==> config.mk <==
export PLATFORM = sky130hd
export DESIGN_NAME = if_fetch_unit
export DESIGN_NICKNAME = d
export VERILOG_FILES = /design/src/rtl/if_fetch_unit.sv
export SDC_FILE = /design/constraint.sdc
export NUM_CORES = 1
export LEC_CHECK = 0
export ABC_AREA = 1
export ABC_CLOCK_PERIOD_IN_PS = 3050
export BUFFER_PORTS_ARGS = -buffer_cell sky130_fd_sc_hd__buf_4
export CAP_MARGIN = 10
export CORE_UTILIZATION = 53
export CTS_BUF_LIST = sky130_fd_sc_hd__clkbuf_16
export CTS_CLUSTER_DIAMETER = 120
export CTS_CLUSTER_SIZE = 30
export DETAILED_ROUTE_END_ITERATION = 12
export PLACE_DENSITY = 0.86
export SYNTH_ARGS = -nofsm -noshare
export SYNTH_HDL_FRONTEND = slang
export SYNTH_SLANG_ARGS = --single-unit
==> constraint.sdc <==
create_clock -name i_clk -period 3.05 [get_ports i_clk]
set_input_delay 0.1525 -clock i_clk [delete_from_list [all_inputs] [get_ports i_clk]]
set_output_delay 0.1525 -clock i_clk [all_outputs]
set_load 0.005 [all_outputs]
==> src/rtl/if_fetch_unit.sv <==
// ---------------------------------------------------------------------------
// if_fetch_unit
//
// Instruction-fetch stage feeding the IF/ID pipeline register. Owns the PC,
// drives the instruction-memory address combinationally from it, and hands
// {instruction, pc+4} downstream through a valid/ready handshake.
//
// Control:
//   - redirect (branch/jump from a later stage) reloads the PC and flushes
//     the word currently held on the output.
//   - halt_req parks the unit in HALT: no new words are fetched, a pending
//     output word is still allowed to drain. resume returns to RUN.
//   - en=0 freezes every register, including the handshake counter.
//
// Ports:
//   i_clk, i_rst_n        clock, asynchronous active-low reset
//   i_en                  global enable (0 = all state holds)
//   i_redirect_valid/pc   PC reload request and target (low 2 bits ignored)
//   i_halt_req, i_resume  halt / leave-halt requests
//   o_im_addr, i_im_data  instruction memory address (= PC) and read data
//   o_out_valid/ready     handshake toward IF/ID
//   o_out_inst, o_out_pc_4  fetched word and its address + 4
//   o_pc                  current PC register
//   o_halted              1 while in HALT
//   o_fetch_count         completed handshakes, wraps mod 2^CNT_W
// ---------------------------------------------------------------------------
module if_fetch_unit #(
    parameter int                     IM_ADDR_BIT = 10,
    parameter logic [IM_ADDR_BIT-1:0] RESET_PC    = '0,
    parameter int                     CNT_W       = 32
) (
    input  logic                   i_clk,
    input  logic                   i_rst_n,
    input  logic                   i_en,
    input  logic                   i_redirect_valid,
    input  logic [IM_ADDR_BIT-1:0] i_redirect_pc,
    input  logic                   i_halt_req,
    input  logic                   i_resume,
    output logic [IM_ADDR_BIT-1:0] o_im_addr,
    input  logic [31:0]            i_im_data,
    output logic                   o_out_valid,
    input  logic                   i_out_ready,
    output logic [31:0]            o_out_inst,
    output logic [IM_ADDR_BIT-1:0] o_out_pc_4,
    output logic [IM_ADDR_BIT-1:0] o_pc,
    output logic                   o_halted,
    output logic [CNT_W-1:0]       o_fetch_count
);

    typedef enum logic {
        ST_RUN  = 1'b0,
        ST_HALT = 1'b1
    } state_t;

    localparam logic [IM_ADDR_BIT-1:0] PC_STEP   = IM_ADDR_BIT'(4);
    localparam logic [IM_ADDR_BIT-1:0] WORD_MASK = ~IM_ADDR_BIT'(3);
    // Keep the reset PC word aligned even if a misaligned value is supplied.
    localparam logic [IM_ADDR_BIT-1:0] RESET_PC_AL = RESET_PC & WORD_MASK;

    // ------------------------------------------------------------------
    // State registers
    // ------------------------------------------------------------------
    state_t                   r_state;
    logic [IM_ADDR_BIT-1:0]   r_pc;
    logic                     r_out_valid;
    logic [31:0]              r_out_inst;
    logic [IM_ADDR_BIT-1:0]   r_out_pc_4;
    logic [CNT_W-1:0]         r_fetch_count;

    // ------------------------------------------------------------------
    // Next-state values
    // ------------------------------------------------------------------
    state_t                   w_state_nxt;
    logic [IM_ADDR_BIT-1:0]   w_pc_nxt;
    logic                     w_out_valid_nxt;
    logic [31:0]              w_out_inst_nxt;
    logic [IM_ADDR_BIT-1:0]   w_out_pc_4_nxt;
    logic [CNT_W-1:0]         w_fetch_count_nxt;

    logic                     w_xfer;
    logic                     w_load;
    logic                     w_drain_valid;
    logic [IM_ADDR_BIT-1:0]   w_pc_plus4;
    logic [IM_ADDR_BIT-1:0]   w_redirect_al;

    assign w_xfer        = r_out_valid & i_out_ready;
    // Output slot is free when it is empty or being consumed this cycle.
    assign w_load        = ~r_out_valid | i_out_ready;
    // Valid after a cycle in which nothing new is loaded: only a word that
    // was not taken survives.
    assign w_drain_valid = r_out_valid & ~i_out_ready;
    // Natural wrap at the top of the address space (last word -> 0).
    assign w_pc_plus4    = r_pc + PC_STEP;
    assign w_redirect_al = i_redirect_pc & WORD_MASK;

    // ------------------------------------------------------------------
    // Next-state / datapath logic
    // ------------------------------------------------------------------
    always_comb begin
        w_state_nxt       = r_state;
        w_pc_nxt          = r_pc;
        w_out_valid_nxt   = r_out_valid;
        w_out_inst_nxt    = r_out_inst;
        w_out_pc_4_nxt    = r_out_pc_4;
        w_fetch_count_nxt = r_fetch_count;

        // A handshake always completes and is counted, even when the same
        // edge also flushes or halts.
        if (w_xfer) begin
            w_fetch_count_nxt = r_fetch_count + CNT_W'(1);
        end

        case (r_state)
            ST_RUN: begin
                if (i_redirect_valid) begin
                    // Flush: the word on the output belongs to the wrong path.
                    w_pc_nxt        = w_redirect_al;
                    w_out_valid_nxt = 1'b0;
                    if (i_halt_req) begin
                        w_state_nxt = ST_HALT;
                    end
                end else if (i_halt_req) begin
                    w_state_nxt     = ST_HALT;
                    w_out_valid_nxt = w_drain_valid;
                end else if (w_load) begin
                    w_out_inst_nxt  = i_im_data;
                    w_out_pc_4_nxt  = w_pc_plus4;
                    w_pc_nxt        = w_pc_plus4;
                    w_out_valid_nxt = 1'b1;
                end
                // else: stalled, everything holds
            end

            ST_HALT: begin
                // No fetches; a pending word can still be taken downstream.
                w_out_valid_nxt = w_drain_valid;
                if (i_redirect_valid) begin
                    w_pc_nxt = w_redirect_al;
                end
                // A simultaneous halt request keeps the unit parked.
                if (i_resume && !i_halt_req) begin
                    w_state_nxt = ST_RUN;
                end
            end

            default: begin
                w_state_nxt = ST_RUN;
            end
        endcase
    end

    // ------------------------------------------------------------------
    // Registers
    // ------------------------------------------------------------------
    always_ff @(posedge i_clk or negedge i_rst_n) begin
        if (!i_rst_n) begin
            r_state       <= ST_RUN;
            r_pc          <= RESET_PC_AL;
            r_out_valid   <= 1'b0;
            r_out_inst    <= '0;
            r_out_pc_4    <= '0;
            r_fetch_count <= '0;
        end else if (i_en) begin
            r_state       <= w_state_nxt;
            r_pc          <= w_pc_nxt;
            r_out_valid   <= w_out_valid_nxt;
            r_out_inst    <= w_out_inst_nxt;
            r_out_pc_4    <= w_out_pc_4_nxt;
            r_fetch_count <= w_fetch_count_nxt;
        end
    end

    // ------------------------------------------------------------------
    // Outputs
    // ------------------------------------------------------------------
    assign o_im_addr     = r_pc;
    assign o_pc          = r_pc;
    assign o_out_valid   = r_out_valid;
    assign o_out_inst    = r_out_inst;
    assign o_out_pc_4    = r_out_pc_4;
    assign o_halted      = (r_state == ST_HALT);
    assign o_fetch_count = r_fetch_count;

endmodule
==> results.txt, run 1 <==
status: finished, violations left
failing checks: hold timing
CP Capture Type: flip-flop
n_diodes: 0
final worst path period share: 56.3%
CP max FO: 11
Slew @ Worst Pin: 1.01 ns
ranking of synthesized cells by area: dfrtp_1, nand2_1, nor2_1
number of flops mapped to enable cells by yosys: 0
commonest non-fill, non-tap cell in the layout: nand2_1
Leakage: 2.83 nW
TNS Setup: 0 ns
Crit Path Class: flip-flop to flip-flop
most used cell, CP: nand2_1
Pwr Density: 620 mW/mm2
Die Footprint: 0.00773 mm2
total gr overflow: 0
syn avg cell area: 8.13 um2
via count: 3,563
layout cells sized above 1: 26.7%
Ys Warns: 0
Synth async-reset ratio: 100%
Initial Util: 56.3%
Critical Path AT: 1.93 ns
Placeable Area: 0.00694 mm2
Final nets: 663
CTS H-tree lvls: 3
Critical Path Source Type: flip-flop
DR iter-0 viols: 235
Synth Cell Area: 0.00391 mm2
port buffer count: 136
initial antenna violation count: 0
Fin. Hold Viols: 7
clock skew: 0.00591 ns
fin crit period: 1.72 ns
io pins: 145
CP peak stage delay: 0.56 ns
RSZ-0062 raised after global routing: no
Non-Filler Instances: 711
first-pass GRT wire length: 15,400 um
clock slew seen by the registers of the worst setup and hold paths: 0.06 ns
Synth cell types: 31
worst min-delay path category: input port to async pin
DP Cell Count: 696
Max VDD drop: 348 uV
buffer count from post-CTS setup fixing: 0
final setup fails: 0
Hold-fix buffers, CTS: 0
Mapped Cells: 481
hold slack: -0.0175 ns
Via density: 5.01
Layout area overhead: 34.5%
Resize count post-CTS: 0
Fmax: 583 MHz
CP Data Required Time: 3.27 ns
first-pass iteration count of the detailed router: 4
clk_lat worst skew: 0.33 ns
Max clock buf depth: 2
Die Span Y: 87.9 um
Cell Rows: 30
# clock sinks: 82
post-route ant nets: 0
register bit total from synthesis: 82
CTS tree: yes
largest net degree at the start of global routing: 83
vias in the first global route: 3,398
GPL Wtd Cong: 0.903
Post-synth top flop: dfrtp_1
Max Cap Violations: 0
cell taking the most area after synthesis: dfrtp_1
cells along the critical path: nor2_1, inv_1, nand2_1, o21ai_0, nand2_1, nand2_1
DRT Wirelength: 9380 um
Seq/Total Area, Yosys: 52.4%
CTS root buffer: clkbuf_16
hpwl dp: 6780 um
die width: 87.9 um
max-slew violations: 0
drt wl/cell: 13.2 um
CTS Buf Count: 9
top cell type's share of synthesized area: 52.4%
most frequent cells in the layout: nand2_1, buf_4, dfrtp_1
GRT Util Overall: 26.2%
Crit-path slowest cell: nor2_1
DRC: 0
Slew HR: 32.4%
[synthesized netlist by cell type, types with 2 or more instances]
cell / n
xnor2_1: 9
a21oi_1: 5
nand2_1: 199
buf_4: 15
xor2_1: 18
o21ai_0: 10
nor3_1: 3
clkbuf_1: 7
nor2_4: 3
nand4_1: 6
nor2_1: 46
ha_1: 2
nor2_2: 5
nand3_1: 23
nand2_2: 2
inv_1: 32
dfrtp_1: 82
[worst paths after layout]
path,from,end,slack [ns],cells after the start
hold / removal,i_rst_n,o_halted,-0.02,1
hold reg to reg,o_out_inst[20],o_out_inst[20],0.47,2
min in group i_clk,i_im_data[0],o_out_inst[0],0.02,3
setup / recovery,o_halted,o_im_addr[2],1.33,6
setup reg to reg,o_halted,o_im_addr[2],1.33,6
max in group asynchronous,i_rst_n,o_out_inst[26],2.39,1
[where the power goes]
part / total, mW / switching, mW / leakage, nW / internal, mW
Combinational: 0.725 / 0.320 / 1.64 / 0.405
Sequential: 1.44 / 0.159 / 1.05 / 1.28
Clock: 1.09 / 0.395 / 0.144 / 0.699
Total: 3.26 / 0.873 / 2.83 / 2.39
[routing by layer]
| layer | track usage [%] | wire (um) |
|---|---|---|
| met1 | 31.6 | 3770 |
| met2 | 42.7 | 4600 |
| met3 | 7.92 | 721 |
| met4 | 13.3 | 289 |
| met5 | 0 | 0 |
[cell type report]
type,instances,area (um2)
sequential,82,2050
inverter,33,124
clock inverter,5,71.3
clock buffer,9,225
timing repair buffer,138,1060
fill,492,1680
tap,96,120
multi-input combinational,348,1610
[kinds of logic (layout without fill, tap and decap cells)]
logic type | count (synthesis) | count (layout) | synth area share (%)
xor gates and xnor gates | 27 | 27 | 6.04
AOI/OAI and AO/OA | 21 | 21 | 2.97
buffers and inverters | 56 | 185 | 6.84
DFF | 82 | 82 | 52.4
other | 1 | 6 | 0.0958
and+or+nand+nor | 292 | 292 | 31.0
adders and majority gates | 2 | 2 | 0.639
[critical path, delay by kind of cell, from the launching register on]
kind,cells,cell delay (ns)
and+or+nand+nor,4,0.82
buffers and inverters,1,0.29
DFF,1,0.42
AOI/OAI and AO/OA,1,0.08
[stage by stage]
stage	power, mW	instance area [um2]	setup WS (ns)	util [%]
after floorplan	1.73	3930	1.66	-
after global placement	2.15	4940	1.20	71.1
after detailed placement	2.18	4940	1.16	71.1
after CTS	3.28	5240	1.12	75.4
after global routing	3.44	5260	1.23	75.8
final	3.26	5260	1.33	75.8
[state kept, by name, indices dropped and copies added, names as in the netlist]
signal / cells
o_out_inst: 32
o_halted: 1
o_out_pc_4: 8
o_fetch_count: 32
o_im_addr: 8
o_out_valid: 1
No activity file was read; power rests on OpenSTA's default activity.
==> inputs of run 2 (changes only) <==
--- a/config.mk
+++ b/config.mk
@@ -6,15 +6,15 @@
 export NUM_CORES = 1
 export LEC_CHECK = 0
 export ABC_AREA = 1
-export ABC_CLOCK_PERIOD_IN_PS = 3050
+export ABC_CLOCK_PERIOD_IN_PS = 1600
 export BUFFER_PORTS_ARGS = -buffer_cell sky130_fd_sc_hd__buf_4
 export CAP_MARGIN = 10
-export CORE_UTILIZATION = 53
+export CORE_UTILIZATION = 49
 export CTS_BUF_LIST = sky130_fd_sc_hd__clkbuf_16
 export CTS_CLUSTER_DIAMETER = 120
 export CTS_CLUSTER_SIZE = 30
 export DETAILED_ROUTE_END_ITERATION = 12
-export PLACE_DENSITY = 0.86
+export PLACE_DENSITY = 0.8
 export SYNTH_ARGS = -nofsm -noshare
 export SYNTH_HDL_FRONTEND = slang
 export SYNTH_SLANG_ARGS = --single-unit
==> constraint.sdc (replaced) <==
create_clock -name i_clk -period 1.6 [get_ports i_clk]
set_input_delay 0.08 -clock i_clk [delete_from_list [all_inputs] [get_ports i_clk]]
set_output_delay 0.08 -clock i_clk [all_outputs]
set_load 0.005 [all_outputs]
==> results.txt, run 2 (same netlist as run 1, synthesis figures left out) <==
fin crit period: 1.52 ns
status: complete, no violations
clock slew seen by the registers of the worst setup and hold paths: 0.06 ns
clock skew: 0.00495 ns
CP Capture Type: flip-flop
total gr overflow: 0
Die Footprint: 0.00835 mm2
most frequent cells in the layout: nand2_1, buf_4, dfrtp_1
reg-to-reg slack, setup: 0.08 ns
DP Cell Count: 712
layout cells sized above 1: 28.4%
first-pass iteration count of the detailed router: 5
CTS Buf Count: 9
largest net degree at the start of global routing: 40
Initial Util: 50.6%
Die Span Y: 91.4 um
CP max FO: 4
final setup fails: 0
Cell Rows: 32
io pins: 145
Power, Total: 6.46 mW
GRT Util Overall: 26.4%
Max VDD drop: 681 uV
max-slew violations: 0
Placeable Area: 0.00773 mm2
hold slack: 0.00284 ns
GPL Wtd Cong: 0.919
Final nets: 707
n_diodes: 0
Critical Path AT: 1.72 ns
Fin. Hold Viols: 0
met3 Use GR: 6.95%
Leakage: 3.03 nW
CTS root buffer: clkbuf_16
Fmax: 660 MHz
Via density: 4.99
CTS tree: yes
DR iter-0 viols: 185
busiest grt layer: met2
port buffer count: 136
worst min-delay path category: input port to flip-flop
DRC: 0
Pwr Density: 1120 mW/mm2
die width: 91.4 um
GRT met2 Usage: 46.3%
CTS H-tree lvls: 3
clk_lat worst skew: 0.33 ns
hpwl dp: 7160 um
commonest non-fill, non-tap cell in the layout: nand2_1
DRT Wirelength: 10,600 um
vias in the first global route: 3,850
drt wl/cell: 13.9 um
first-pass GRT wire length: 17,300 um
Crit Path Class: flip-flop to flip-flop
Filler Cell Count: 542
M1 GR Usage: 30.3%
via count: 3,805
TNS Setup: 0 ns
Critical Path Source Type: flip-flop
final worst path period share: 94.7%
post-route ant nets: 0
DP Worst Slack: 0.0224 ns
Max clock buf depth: 2
Non-Filler Instances: 763
Layout area overhead: 46.8%
CP Data Required Time: 1.81 ns
# clock sinks: 82
Max Cap Violations: 0
final worst slack: 0.0846 ns
initial antenna violation count: 0
[run 2: per-layer routing]
layer  wire length (um)  vias to the layer above  part of all wire (%)
met1               4140                     1789                    39
li1                   -                     1820                     -
met5                  0                        -                     0
met4                290                        0                   2.7
met3                842                       27                   7.9
met2               5370                      169                    50
[run 2: final timing paths]
| path | startpoint | endpoint | cells after the start |
|---|---|---|---|
| max in group asynchronous | i_rst_n | o_out_inst[23] | 3 |
| min in group asynchronous | i_rst_n | o_fetch_count[3] | 2 |
| worst min register to register | o_out_inst[17] | o_out_inst[17] | 2 |
| worst max-delay path | o_fetch_count[0] | o_fetch_count[28] | 7 |
| worst max register to register | o_fetch_count[0] | o_fetch_count[28] | 7 |
| worst min-delay path | i_halt_req | o_halted | 2 |
[run 2: layout make-up]
cell class / count / area, um2 / area share (%)
flip-flops and latches: 82 / 2060 / 35.8
clock inverters: 7 / 85.1 / 1.48
inverters: 33 / 124 / 2.16
repair buffers: 181 / 1470 / 25.6
well taps: 102 / 128 / 2.22
clock buffers: 9 / 225 / 3.92
multi-input cells: 349 / 1660 / 28.8
[run 2: metrics by stage]
step                cell area, um2  utilization, %
global route                  5740            74.3
floorplan                     3930               -
global placement              5050            65.3
CTS                           5690            73.6
finish                        5740            74.3
detailed placement            5050            65.3
[run 2: worst max-delay path: stages, from the launching register on]
cell     delay (ns)
dfrtp_1        0.37
ha_2           0.19
inv_1          0.06
nor2_2         0.11
nand2_2        0.13
nor2_2         0.24
nand3_1        0.15
xnor2_1        0.15
[run 2: power breakdown]
group | switching (mW) | internal (mW) | total (mW)
Sequential | 0.310 | 2.45 | 2.76
Clock | 0.797 | 1.35 | 2.15
Combinational | 0.679 | 0.874 | 1.55
Total | 1.79 | 4.67 | 6.46
[run 2: timing repair]
item,4_1_cts,5_1_grt
hold buffers,33,0
buffers inserted,0,1
endpoints found under the hold margin,59,0
setup endpoints to repair,0,47
gates resized for setup,0,15
